===== config.mk =====
export PLATFORM = sky130hd
export DESIGN_NAME = sprite_compositor
export DESIGN_NICKNAME = d
export VERILOG_FILES = /design/src/rtl/sprite_compositor_pkg.sv /design/src/rtl/sprite_compositor_channel.sv /design/src/rtl/sprite_compositor.sv
export SDC_FILE = /design/constraint.sdc
export NUM_CORES = 1
export LEC_CHECK = 0
export CAP_MARGIN = 20
export CORE_UTILIZATION = 32
export CTS_CLUSTER_DIAMETER = 60
export DETAILED_ROUTE_END_ITERATION = 10
export DONT_BUFFER_PORTS = 1
export GPL_TIMING_DRIVEN = 0
export PLACE_DENSITY_LB_ADDON = 0.05
export SLEW_MARGIN = 20
export SYNTH_ARGS = -nofsm -noshare
export SYNTH_HDL_FRONTEND = slang
export SYNTH_SLANG_ARGS = --single-unit

===== constraint.sdc =====
create_clock -name clk -period 7.4 [get_ports clk]
set_clock_uncertainty 0.2 [all_clocks]
set_input_delay 1.48 -clock clk [delete_from_list [all_inputs] [get_ports clk]]
set_output_delay 1.48 -clock clk [all_outputs]
set_load 0.005 [all_outputs]

===== src/rtl/sprite_compositor_pkg.sv =====
// Shared constants and sizing helpers for the sprite compositor.
package sprite_compositor_pkg;

   localparam int SCREEN_W = 640;
   localparam int SCREEN_H = 480;

   localparam int DEF_SPR_W = 47;
   localparam int DEF_SPR_H = 41;

   localparam logic [11:0] DEF_KEY_COLOR = 12'h428;

   // Width needed to index n distinct values, never less than one bit.
   function automatic int cnt_width(input int n);
      return (n > 1) ? $clog2(n) : 1;
   endfunction

   // Sprite ROM address width: all animation frames stored back-to-back.
   function automatic int addr_width(input int nfrm, input int w, input int h);
      return cnt_width(nfrm * w * h);
   endfunction

endpackage


===== src/rtl/sprite_compositor_channel.sv =====
// One sprite channel: shadow/active registers, pending animation frame,
// hit test and ROM address generation (first pipeline stage).
module sprite_compositor_channel
   import sprite_compositor_pkg::*;
#(
   parameter int IDX     = 0,
   parameter int X_W     = 10,
   parameter int Y_W     = 9,
   parameter int SPR_W   = DEF_SPR_W,
   parameter int SPR_H   = DEF_SPR_H,
   parameter int NUM_FRM = 4,
   parameter int ADDR_W  = 13,
   parameter int SEL_W   = 2
)(
   input  logic              clk,
   input  logic              rstn,
   input  logic [X_W-1:0]    col_addr,
   input  logic [Y_W-1:0]    row_addr,
   input  logic              frame_start,
   input  logic              tick_wrap,
   input  logic              cfg_we,
   input  logic [SEL_W-1:0]  cfg_sel,
   input  logic [X_W-1:0]    cfg_x,
   input  logic [Y_W-1:0]    cfg_y,
   input  logic              cfg_en,
   input  logic              cfg_anim,
   output logic [ADDR_W-1:0] rom_addr,
   output logic              hit
);

   localparam int FRM_W = cnt_width(NUM_FRM);

   logic [X_W-1:0]    shd_x_q, act_x_q;
   logic [Y_W-1:0]    shd_y_q, act_y_q;
   logic              shd_en_q, act_en_q, shd_anim_q;
   logic [FRM_W-1:0]  frm_pend_q, frm_pend_d, act_frm_q;
   logic              hit_q, hit_d;
   logic [ADDR_W-1:0] addr_q, addr_d;

   logic              sel_match;
   logic [X_W:0]      col_ext, x_ext, x_end;
   logic [Y_W:0]      row_ext, y_ext, y_end;
   logic [X_W-1:0]    dx;
   logic [Y_W-1:0]    dy;

   // IDX is always below NUM_SPR, so out-of-range selects match no channel.
   assign sel_match = cfg_we && (cfg_sel == SEL_W'(IDX));

   // Shadow registers take configuration writes at any time.
   always_ff @(posedge clk or negedge rstn) begin
      if (!rstn) begin
         shd_x_q    <= '0;
         shd_y_q    <= '0;
         shd_en_q   <= 1'b0;
         shd_anim_q <= 1'b0;
      end else if (sel_match) begin
         shd_x_q    <= cfg_x;
         shd_y_q    <= cfg_y;
         shd_en_q   <= cfg_en;
         shd_anim_q <= cfg_anim;
      end
   end

   assign frm_pend_d = (frm_pend_q == FRM_W'(NUM_FRM - 1)) ? '0 : frm_pend_q + 1'b1;

   // Pending frame steps on each animation tick while animation is running.
   always_ff @(posedge clk or negedge rstn) begin
      if (!rstn) begin
         frm_pend_q <= '0;
      end else if (tick_wrap && shd_anim_q) begin
         frm_pend_q <= frm_pend_d;
      end
   end

   // Commit at frame start; a same-edge write is seen only on the next commit.
   always_ff @(posedge clk or negedge rstn) begin
      if (!rstn) begin
         act_x_q   <= '0;
         act_y_q   <= '0;
         act_en_q  <= 1'b0;
         act_frm_q <= '0;
      end else if (frame_start) begin
         act_x_q   <= shd_x_q;
         act_y_q   <= shd_y_q;
         act_en_q  <= shd_en_q;
         act_frm_q <= frm_pend_q;
      end
   end

   // Hit test in one extra bit so sprites past the right/bottom edge do not wrap.
   always_comb begin
      col_ext = {1'b0, col_addr};
      row_ext = {1'b0, row_addr};
      x_ext   = {1'b0, act_x_q};
      y_ext   = {1'b0, act_y_q};
      x_end   = x_ext + (X_W+1)'(SPR_W);
      y_end   = y_ext + (Y_W+1)'(SPR_H);
      dx      = col_addr - act_x_q;
      dy      = row_addr - act_y_q;
      hit_d   = act_en_q && (col_ext >= x_ext) && (col_ext < x_end)
                         && (row_ext >= y_ext) && (row_ext < y_end);
      addr_d  = '0;
      if (hit_d) begin
         addr_d = ADDR_W'(act_frm_q) * ADDR_W'(SPR_W * SPR_H)
                + ADDR_W'(dy) * ADDR_W'(SPR_W)
                + ADDR_W'(dx);
      end
   end

   // Stage 1 register: ROM address and hit flag leave together.
   always_ff @(posedge clk or negedge rstn) begin
      if (!rstn) begin
         hit_q  <= 1'b0;
         addr_q <= '0;
      end else begin
         hit_q  <= hit_d;
         addr_q <= addr_d;
      end
   end

   assign rom_addr = addr_q;
   assign hit      = hit_q;

endmodule


===== src/rtl/sprite_compositor.sv =====
// Multi-sprite compositor: shared animation tick, per-channel address
// generation, hit alignment to ROM latency and priority colour-key mux.
module sprite_compositor
   import sprite_compositor_pkg::*;
#(
   parameter int                NUM_SPR   = 4,
   parameter int                COLOR_W   = 12,
   parameter int                X_W       = 10,
   parameter int                Y_W       = 9,
   parameter int                SPR_W     = DEF_SPR_W,
   parameter int                SPR_H     = DEF_SPR_H,
   parameter int                NUM_FRM   = 4,
   parameter int                FRM_TICKS = 2_000_000,
   parameter logic [COLOR_W-1:0] KEY_COLOR = COLOR_W'(DEF_KEY_COLOR),
   parameter int                ROM_LAT   = 1,
   localparam int               ADDR_W    = addr_width(NUM_FRM, SPR_W, SPR_H),
   localparam int               SEL_W     = cnt_width(NUM_SPR)
)(
   input  logic                        clk,
   input  logic                        rstn,
   input  logic [X_W-1:0]              col_addr,
   input  logic [Y_W-1:0]              row_addr,
   input  logic                        frame_start,
   input  logic                        cfg_we,
   input  logic [SEL_W-1:0]            cfg_sel,
   input  logic [X_W-1:0]              cfg_x,
   input  logic [Y_W-1:0]              cfg_y,
   input  logic                        cfg_en,
   input  logic                        cfg_anim,
   output logic [NUM_SPR*ADDR_W-1:0]   rom_addr,
   input  logic [NUM_SPR*COLOR_W-1:0]  rom_data,
   input  logic [COLOR_W-1:0]          bg_pixel,
   output logic [COLOR_W-1:0]          pix_out
);

   localparam int TICK_W = cnt_width(FRM_TICKS);

   logic [TICK_W-1:0]  tick_q, tick_d;
   logic               tick_wrap;
   logic [NUM_SPR-1:0] hit_s1;
   logic [NUM_SPR-1:0] hit_dly_q [ROM_LAT];
   logic [COLOR_W-1:0] pix_q, pix_d;
   logic [COLOR_W-1:0] spr_pix;

   assign tick_wrap = (tick_q == TICK_W'(FRM_TICKS - 1));
   assign tick_d    = tick_wrap ? '0 : tick_q + 1'b1;

   // Free-running animation tick, wraps every FRM_TICKS cycles.
   always_ff @(posedge clk or negedge rstn) begin
      if (!rstn) tick_q <= '0;
      else       tick_q <= tick_d;
   end

   for (genvar i = 0; i < NUM_SPR; i++) begin : g_ch
      sprite_compositor_channel #(
         .IDX     (i),
         .X_W     (X_W),
         .Y_W     (Y_W),
         .SPR_W   (SPR_W),
         .SPR_H   (SPR_H),
         .NUM_FRM (NUM_FRM),
         .ADDR_W  (ADDR_W),
         .SEL_W   (SEL_W)
      ) u_ch (
         .clk         (clk),
         .rstn        (rstn),
         .col_addr    (col_addr),
         .row_addr    (row_addr),
         .frame_start (frame_start),
         .tick_wrap   (tick_wrap),
         .cfg_we      (cfg_we),
         .cfg_sel     (cfg_sel),
         .cfg_x       (cfg_x),
         .cfg_y       (cfg_y),
         .cfg_en      (cfg_en),
         .cfg_anim    (cfg_anim),
         .rom_addr    (rom_addr[i*ADDR_W +: ADDR_W]),
         .hit         (hit_s1[i])
      );
   end

   // Delay hit flags by the ROM latency so they line up with rom_data.
   always_ff @(posedge clk or negedge rstn) begin
      if (!rstn) begin
         for (int k = 0; k < ROM_LAT; k++) hit_dly_q[k] <= '0;
      end else begin
         hit_dly_q[0] <= hit_s1;
         for (int k = 1; k < ROM_LAT; k++) hit_dly_q[k] <= hit_dly_q[k-1];
      end
   end

   // Later channels overwrite earlier ones, so the highest index ends on top.
   always_comb begin
      pix_d   = bg_pixel;
      spr_pix = '0;
      for (int i = 0; i < NUM_SPR; i++) begin
         spr_pix = rom_data[i*COLOR_W +: COLOR_W];
         if (hit_dly_q[ROM_LAT-1][i] && (spr_pix != KEY_COLOR)) pix_d = spr_pix;
      end
   end

   // Final stage register.
   always_ff @(posedge clk or negedge rstn) begin
      if (!rstn) pix_q <= '0;
      else       pix_q <= pix_d;
   end

   assign pix_out = pix_q;

endmodule


# Yosys cells after proc, flatten, opt, wreduce, memory -nomap -nowiden
# Cells that the tools add are included.
[op_classes]
div_mod_pow = 0
magnitude_cmp = 16
add_sub_neg = 29
multipliers = 8
mux = 13
n_eq_ne = 12
n_shift = 0
reduce_logical = 29
bitwise = 0
[op_table]
columns = ["cell", "n"]
rows = [
  ["13-bit by 10-bit adder with 13-bit output", 4],
  ["13-bit adder", 4],
  ["2-bit by 11-bit multiplier with 13-bit output, second input constant", 4],
  ["9-bit by 6-bit multiplier with 13-bit output, second input constant", 4],
  ["13-bit 2-to-1 mux", 4],
  ["12-bit 2-to-1 mux", 4],
  ["12-bit by 11-bit inequality test with 1-bit output, second input constant", 4],
  ["10-bit by 6-bit adder with 11-bit output, second input constant", 4],
  ["10-bit by 11-bit less-than comparator with 1-bit output", 4],
  ["9-bit by 6-bit adder with 10-bit output, second input constant", 4],
  ["10-bit >= comparator", 4],
  ["9-bit by 10-bit less-than comparator with 1-bit output", 4],
  ["10-bit subtractor", 4],
  ["9-bit >= comparator", 4],
  ["9-bit subtractor", 4],
  ["1-bit logical AND", 28],
  ["21-bit by 1-bit adder with 21-bit output, second input constant", 1],
  ["21-bit == test, second input constant", 1],
  ["21-bit 2-to-1 mux", 1],
  ["2-bit == test, second input constant", 6],
  ["2-bit by 1-bit adder with 2-bit output, second input constant", 4],
  ["2-bit 2-to-1 mux", 4],
  ["2-bit by 1-bit == test with 1-bit output, second input constant", 1],
  ["2-bit logical NOT", 1],
]
[word_totals]
memories = 0
wordCells = 154
ramBits = 0
register_bits = 273
input_bits = 106
latchBits = 0
rom_bits = 0

# Depth between registers and ports, before layout
[logic_depth]
depth_word = 6
mapped_depth = 24
ltp_nobuf = 24

# Modules after synthesis
# From an unflattened synthesis, not the netlist that was laid out.
[unflattened]
hier_cells = 2473
hier_area_um2 = 24153.2
[by_module_without_submodules]
columns = ["mod", "seq_area_each_um2", "area_each_um2", "instances", "cells_each"]
rows = [
  ["sprite_compositor_channel (g_ch[3].u_ch)", 1476.4, 5532.8, 1, 568],
  ["sprite_compositor_channel (g_ch[0].u_ch)", 1476.4, 5521.5, 1, 566],
  ["sprite_compositor_channel (g_ch[1].u_ch)", 1476.4, 5502.8, 1, 567],
  ["sprite_compositor_channel (g_ch[2].u_ch)", 1476.4, 5501.5, 1, 566],
  ["sprite_compositor", 925.9, 2094.5, 1, 206],
]

# Worst setup path after synthesis
# Ideal clock, no wire load.
[synth_path]
kind = "in2reg"
start = "in row_addr[0]"
end = "reg g_ch[3].u_ch.addr_q[11]"
setup_slack_ps = 587
setup_ps = 119
t_required_ps = 7081
path_stages = 24
arrival_time_ps = 6494
cell_sequence = "inv_1 > ha_1 > inv_1 > fa_1 > nand3_1 > and2_4 > or4b_4 > o211ai_4 > xor2_2 > ha_1 > a21oi_1 > fa_1 > inv_1 > fa_1 > inv_1 > fa_1 > inv_1 > ha_1 > and3_1 > a21oi_1 > o21ai_0 > o41ai_1 > xnor2_1 > and2_1"
[synth_via]
elab_chain_cells = 5
word_cells_on_any_way = 9
cone_classes = "3 x add/sub; 1 x mul; 2 x order compare; 1 x mux; 2 x reduce/logical"
[synth_lines]
columns = ["item", "line", "rtl"]
rows = [
  ["start: declaration", "sprite_compositor.sv:22", "input logic [Y_W-1:0] row_addr,"],
  ["9-bit subtractor", "sprite_compositor_channel.sv:99", "dy = row_addr - act_y_q;"],
  ["9-bit by 6-bit multiplier with 13-bit output", "sprite_compositor_channel.sv:105", "+ ADDR_W'(dy) * ADDR_W'(SPR_W)"],
  ["13-bit adder", "sprite_compositor_channel.sv:105", ""],
  ["13-bit by 10-bit adder with 13-bit output", "sprite_compositor_channel.sv:106", "+ ADDR_W'(dx);"],
  ["13-bit 2-to-1 mux *", "sprite_compositor_channel.sv:103", "if (hit_d) begin"],
  ["named net g_ch[3].u_ch.addr_d[11]", "sprite_compositor_channel.sv:38", "logic [ADDR_W-1:0] addr_q, addr_d;"],
  ["end signal: assignment", "sprite_compositor_channel.sv:117", "addr_q <= addr_d;"],
  ["end: declaration", "sprite_compositor_channel.sv:38", ""],
]
# The timed path passes the listed nets; every way through them passes the cells marked *.
# A chain may end at the register's enable or synchronous reset.

# Worst setup path in the final report
[layout_path]
start = "in row_addr[0]"
end = "reg g_ch[2].u_ch.addr_q[12]"
[layout_via]
elab_chain_cells = 5
word_cells_on_any_way = 9
cone_classes = "3 x add/sub; 1 x mul; 2 x order compare; 1 x mux; 2 x reduce/logical"
[layout_lines]
columns = ["item", "line"]
rows = [
  ["9-bit subtractor", "sprite_compositor_channel.sv:99"],
  ["9-bit by 6-bit multiplier with 13-bit output", "sprite_compositor_channel.sv:105"],
  ["13-bit adder", "sprite_compositor_channel.sv:105"],
  ["13-bit by 10-bit adder with 13-bit output", "sprite_compositor_channel.sv:106"],
  ["13-bit 2-to-1 mux *", "sprite_compositor_channel.sv:103"],
  ["named net g_ch[2].u_ch.addr_d[12]", "sprite_compositor_channel.sv:38"],
  ["end signal: assignment", "sprite_compositor_channel.sv:117"],
  ["end: declaration", "sprite_compositor_channel.sv:38"],
]
# Marked as above.

==> impl_results.md <==
- Fillers: 7672
- Initial Utilization: 0.323
- Drt drc: 0
- HPWL after DPL: approximately 51000 µm
- Die Span Y: 276 µm
- Nets: between 3000 and 4000
- Failing checks: slew limit
- Setup Crit Path Kind: in -> reg
- Max-slew headroom: -0.0216
- Postcts setup bufs: 0
- Detail Route Antenna Nets: 0
- Post-route setup TNS: 0 ns
- Wl on met1: 29600 µm
- Yosys warning count: 0
- Startpoint types: input pin
- Die area: 76000 µm²
- Worst slew pin tran: 1.53 ns
- DRT Wirelength: 65400 µm
- Main flop type after synthesis: dfrtp_1
- Status: finished, violations left
- Share of async-settable or async-resettable flops after synthesis: 1.00
- # IOs: 170
- Data required time of the worst path: 7.70 ns
- Average wire per standard cell: 18.6 µm
- Clk buf depth: 3
- Post-CTS resize count: 0
- Drt pass-1 iters: 5
- Most frequent cells in the layout: 438 x inv_1, 321 x ha_1, 273 x dfrtp_1
- Worst-path clk slew: around 0.050 ns
- Fmax: 0.144 GHz
- RSZ-0062 raised after global routing: false
- Max-cap violations: 0
- Vias in the first global route: 18100
- Hold Fails Final Rpt: 0
- Clock latency on the worst-skew pair: about 0.6 ns
- Port Buf Inserts: 0
- Syn avg cell area: 9.72 µm²
- Layout area overhead: 11.9%
- Met3 Wirelength: roughly 3900 µm
- Vias/cell: a little under 5
- Footprint of the multi-input gates: approximately 15000 µm²
- Period Utilization, post-route: 0.941
- Core Region: 74300 µm²
- Crit path DAT: 7.26 ns
- Total global routing overflow: 0
- First-pass GRT wire length: between 100000 and 150000 µm
- Post-synth EDFFs: 0
- Hold WS: between 0.1 and 0.15 ns
- TritonCTS sink count: 273
- Layout cell share with drive strength beyond 1: 0.0898
- Die width: 276 µm
- Vias: 17200
- Gpl congestion: 0.799
- Total global routing track utilization: 0.176
- Number of buffers created by CTS: 46
- Initial antenna violation count: 10
- Max FO, Critical Path: 8
- Cells after Synth: around 2500
- Mapped Nets: 3045
- Reg area: 6830 µm²
- Clock root cell: clkbuf_16
- H-tree Lvls: 2
- Seq cells post-synth: around 270
- Worst setup EP type: register
- Synth Cell Area: 24000 µm²
- Top Layer Used: met4
- Setup violators final: 0
- Final Max Slew Viols: 52
- CTS Hold Bufs: 0
- Worst min-delay path category: reg -> reg
- Metal2 WL: around 30000 µm
- Synth cell types: 76
- Final Util: 0.361
- Most common cell after layout, fill and taps aside: inv_1
- Sequential share of the synthesized area: 0.285
- Initial DRC count: 736
- CTS tree: yes
- # rows: 100
- Final worst path period need: roughly 7.0 ns
- Pin count of the biggest net entering global routing: 274
-- through the flow --
step	setup WS [ns]	std cells	area (µm²)
floorplan	0.587	2466	24000
global placement	-0.347	3435	25200
detailed placement	-0.345	3436	25200
CTS	0.248	3520	26800
global route	0.0129	3520	26800
finish	0.435	3521	26800
-- routing by layer --
| layer | up-vias | GRT usage |
|---|---|---|
| met5 | - | 0 |
| met3 | 70 | 0.0395 |
| met2 | 296 | 0.299 |
| met4 | 0 | 0.0421 |
| met1 | 8463 | 0.226 |
| li1 | 8340 | - |
-- final timing paths --
kind / from / endpoint / slack (ns) / cells after the start
hold / removal: g_ch[2].u_ch.hit$_DFF_PN0_ / hit_dly_q[2]$_DFF_PN0_ / 0.15 / 0
max in group asynchronous: rstn / g_ch[1].u_ch.rom_addr[12]$_DFF_PN0_ / 5.37 / 0
hold reg to reg: g_ch[2].u_ch.hit$_DFF_PN0_ / hit_dly_q[2]$_DFF_PN0_ / 0.15 / 0
setup reg to reg: g_ch[0].u_ch.act_y_q[1]$_DFFE_PN0P_ / g_ch[0].u_ch.rom_addr[12]$_DFF_PN0_ / 1.37 / 19
setup / recovery: row_addr[0] / g_ch[2].u_ch.rom_addr[12]$_DFF_PN0_ / 0.44 / 23
min in group asynchronous: rstn / g_ch[2].u_ch.rom_addr[3]$_DFF_PN0_ / 0.40 / 0
-- worst max-delay path: stages --
cell	delay, ns
clkinvlp_4	0.31
ha_1	0.38
inv_1	0.07
fa_1	0.20
nand3_1	0.14
and2_1	0.20
xnor2_1	0.57
inv_1	0.15
fa_1	0.56
inv_1	0.04
ha_1	0.26
inv_1	0.05
fa_1	0.50
fa_1	0.54
inv_1	0.04
ha_1	0.32
a21oi_1	0.16
o21bai_1	0.11
a21oi_1	0.23
o22ai_1	0.16
o41ai_1	0.41
xnor3_1	0.28
nor2_1	0.09
-- cell type report --
type                    instances  share of cell area
multi-input cells            1710               0.571
plain buffers                  44             0.00685
repair buffers                  1            0.000280
clock inverters                27              0.0122
flip-flops and latches        273               0.255
clock buffers                  57              0.0479
diodes                          1           0.0000932
well taps                     969              0.0452
inverters                     439              0.0615
-- flip-flops by register name (all words and copies together), names as in the netlist, 8 cells and up --
name,cells
g_ch.u_ch.act_y_q,36
g_ch.u_ch.act_frm_q,8
g_ch.u_ch.act_x_q,40
pix_out,12
g_ch.u_ch.frm_pend_q,8
g_ch.u_ch.shd_y_q,36
g_ch.u_ch.rom_addr,52
tick_q,21
g_ch.u_ch.shd_x_q,40
-- cells by family after synthesis --
kind of cell | Yosys count | synth area share
mux | 118 | 0.0541
fa+ha+maj | 481 | 0.298
compound gates | 423 | 0.109
xor+xnor | 191 | 0.0743
simple gates | 497 | 0.103
flops | 273 | 0.285
buf+inv | 483 | 0.0764
-- cells in the mapped netlist (6+ instances only) --
cell type / instances / area [µm²]
a211oi_1: 14 / 105
ha_1: 321 / 4020
o22ai_1: 7 / 43.8
xnor2_1: 126 / 1100
dfrtp_1: 273 / 6830
o21a_1: 21 / 158
nor2_1: 122 / 458
a21oi_2: 7 / 61.3
or3b_2: 6 / 52.6
mux2i_1: 25 / 250
o2111ai_1: 6 / 52.6
nor4b_1: 7 / 61.3
fa_1: 152 / 3040
nor4_1: 10 / 62.6
nand2_1: 154 / 578
o21ai_1: 7 / 35.0
nand3_1: 26 / 130
o211ai_1: 7 / 52.6
a21o_1: 39 / 293
and3_1: 14 / 87.6
or3_1: 9 / 56.3
nand3b_1: 10 / 75.1
maj3_1: 8 / 80.1
o41ai_1: 7 / 61.3
nor2b_1: 18 / 113
nor3_1: 39 / 195
a21oi_1: 90 / 450
nand4_1: 23 / 144
xor2_1: 54 / 473
nand2b_1: 11 / 68.8
o21ai_0: 164 / 821
clkbuf_1: 31 / 116
and2_1: 13 / 81.3
o31ai_1: 6 / 45.0
buf_2: 6 / 30.0
mux2_2: 93 / 1050
inv_1: 439 / 1650
Power is not shown: default switching activity piles up to over one toggle a cycle in this logic, so the estimate is an artifact.
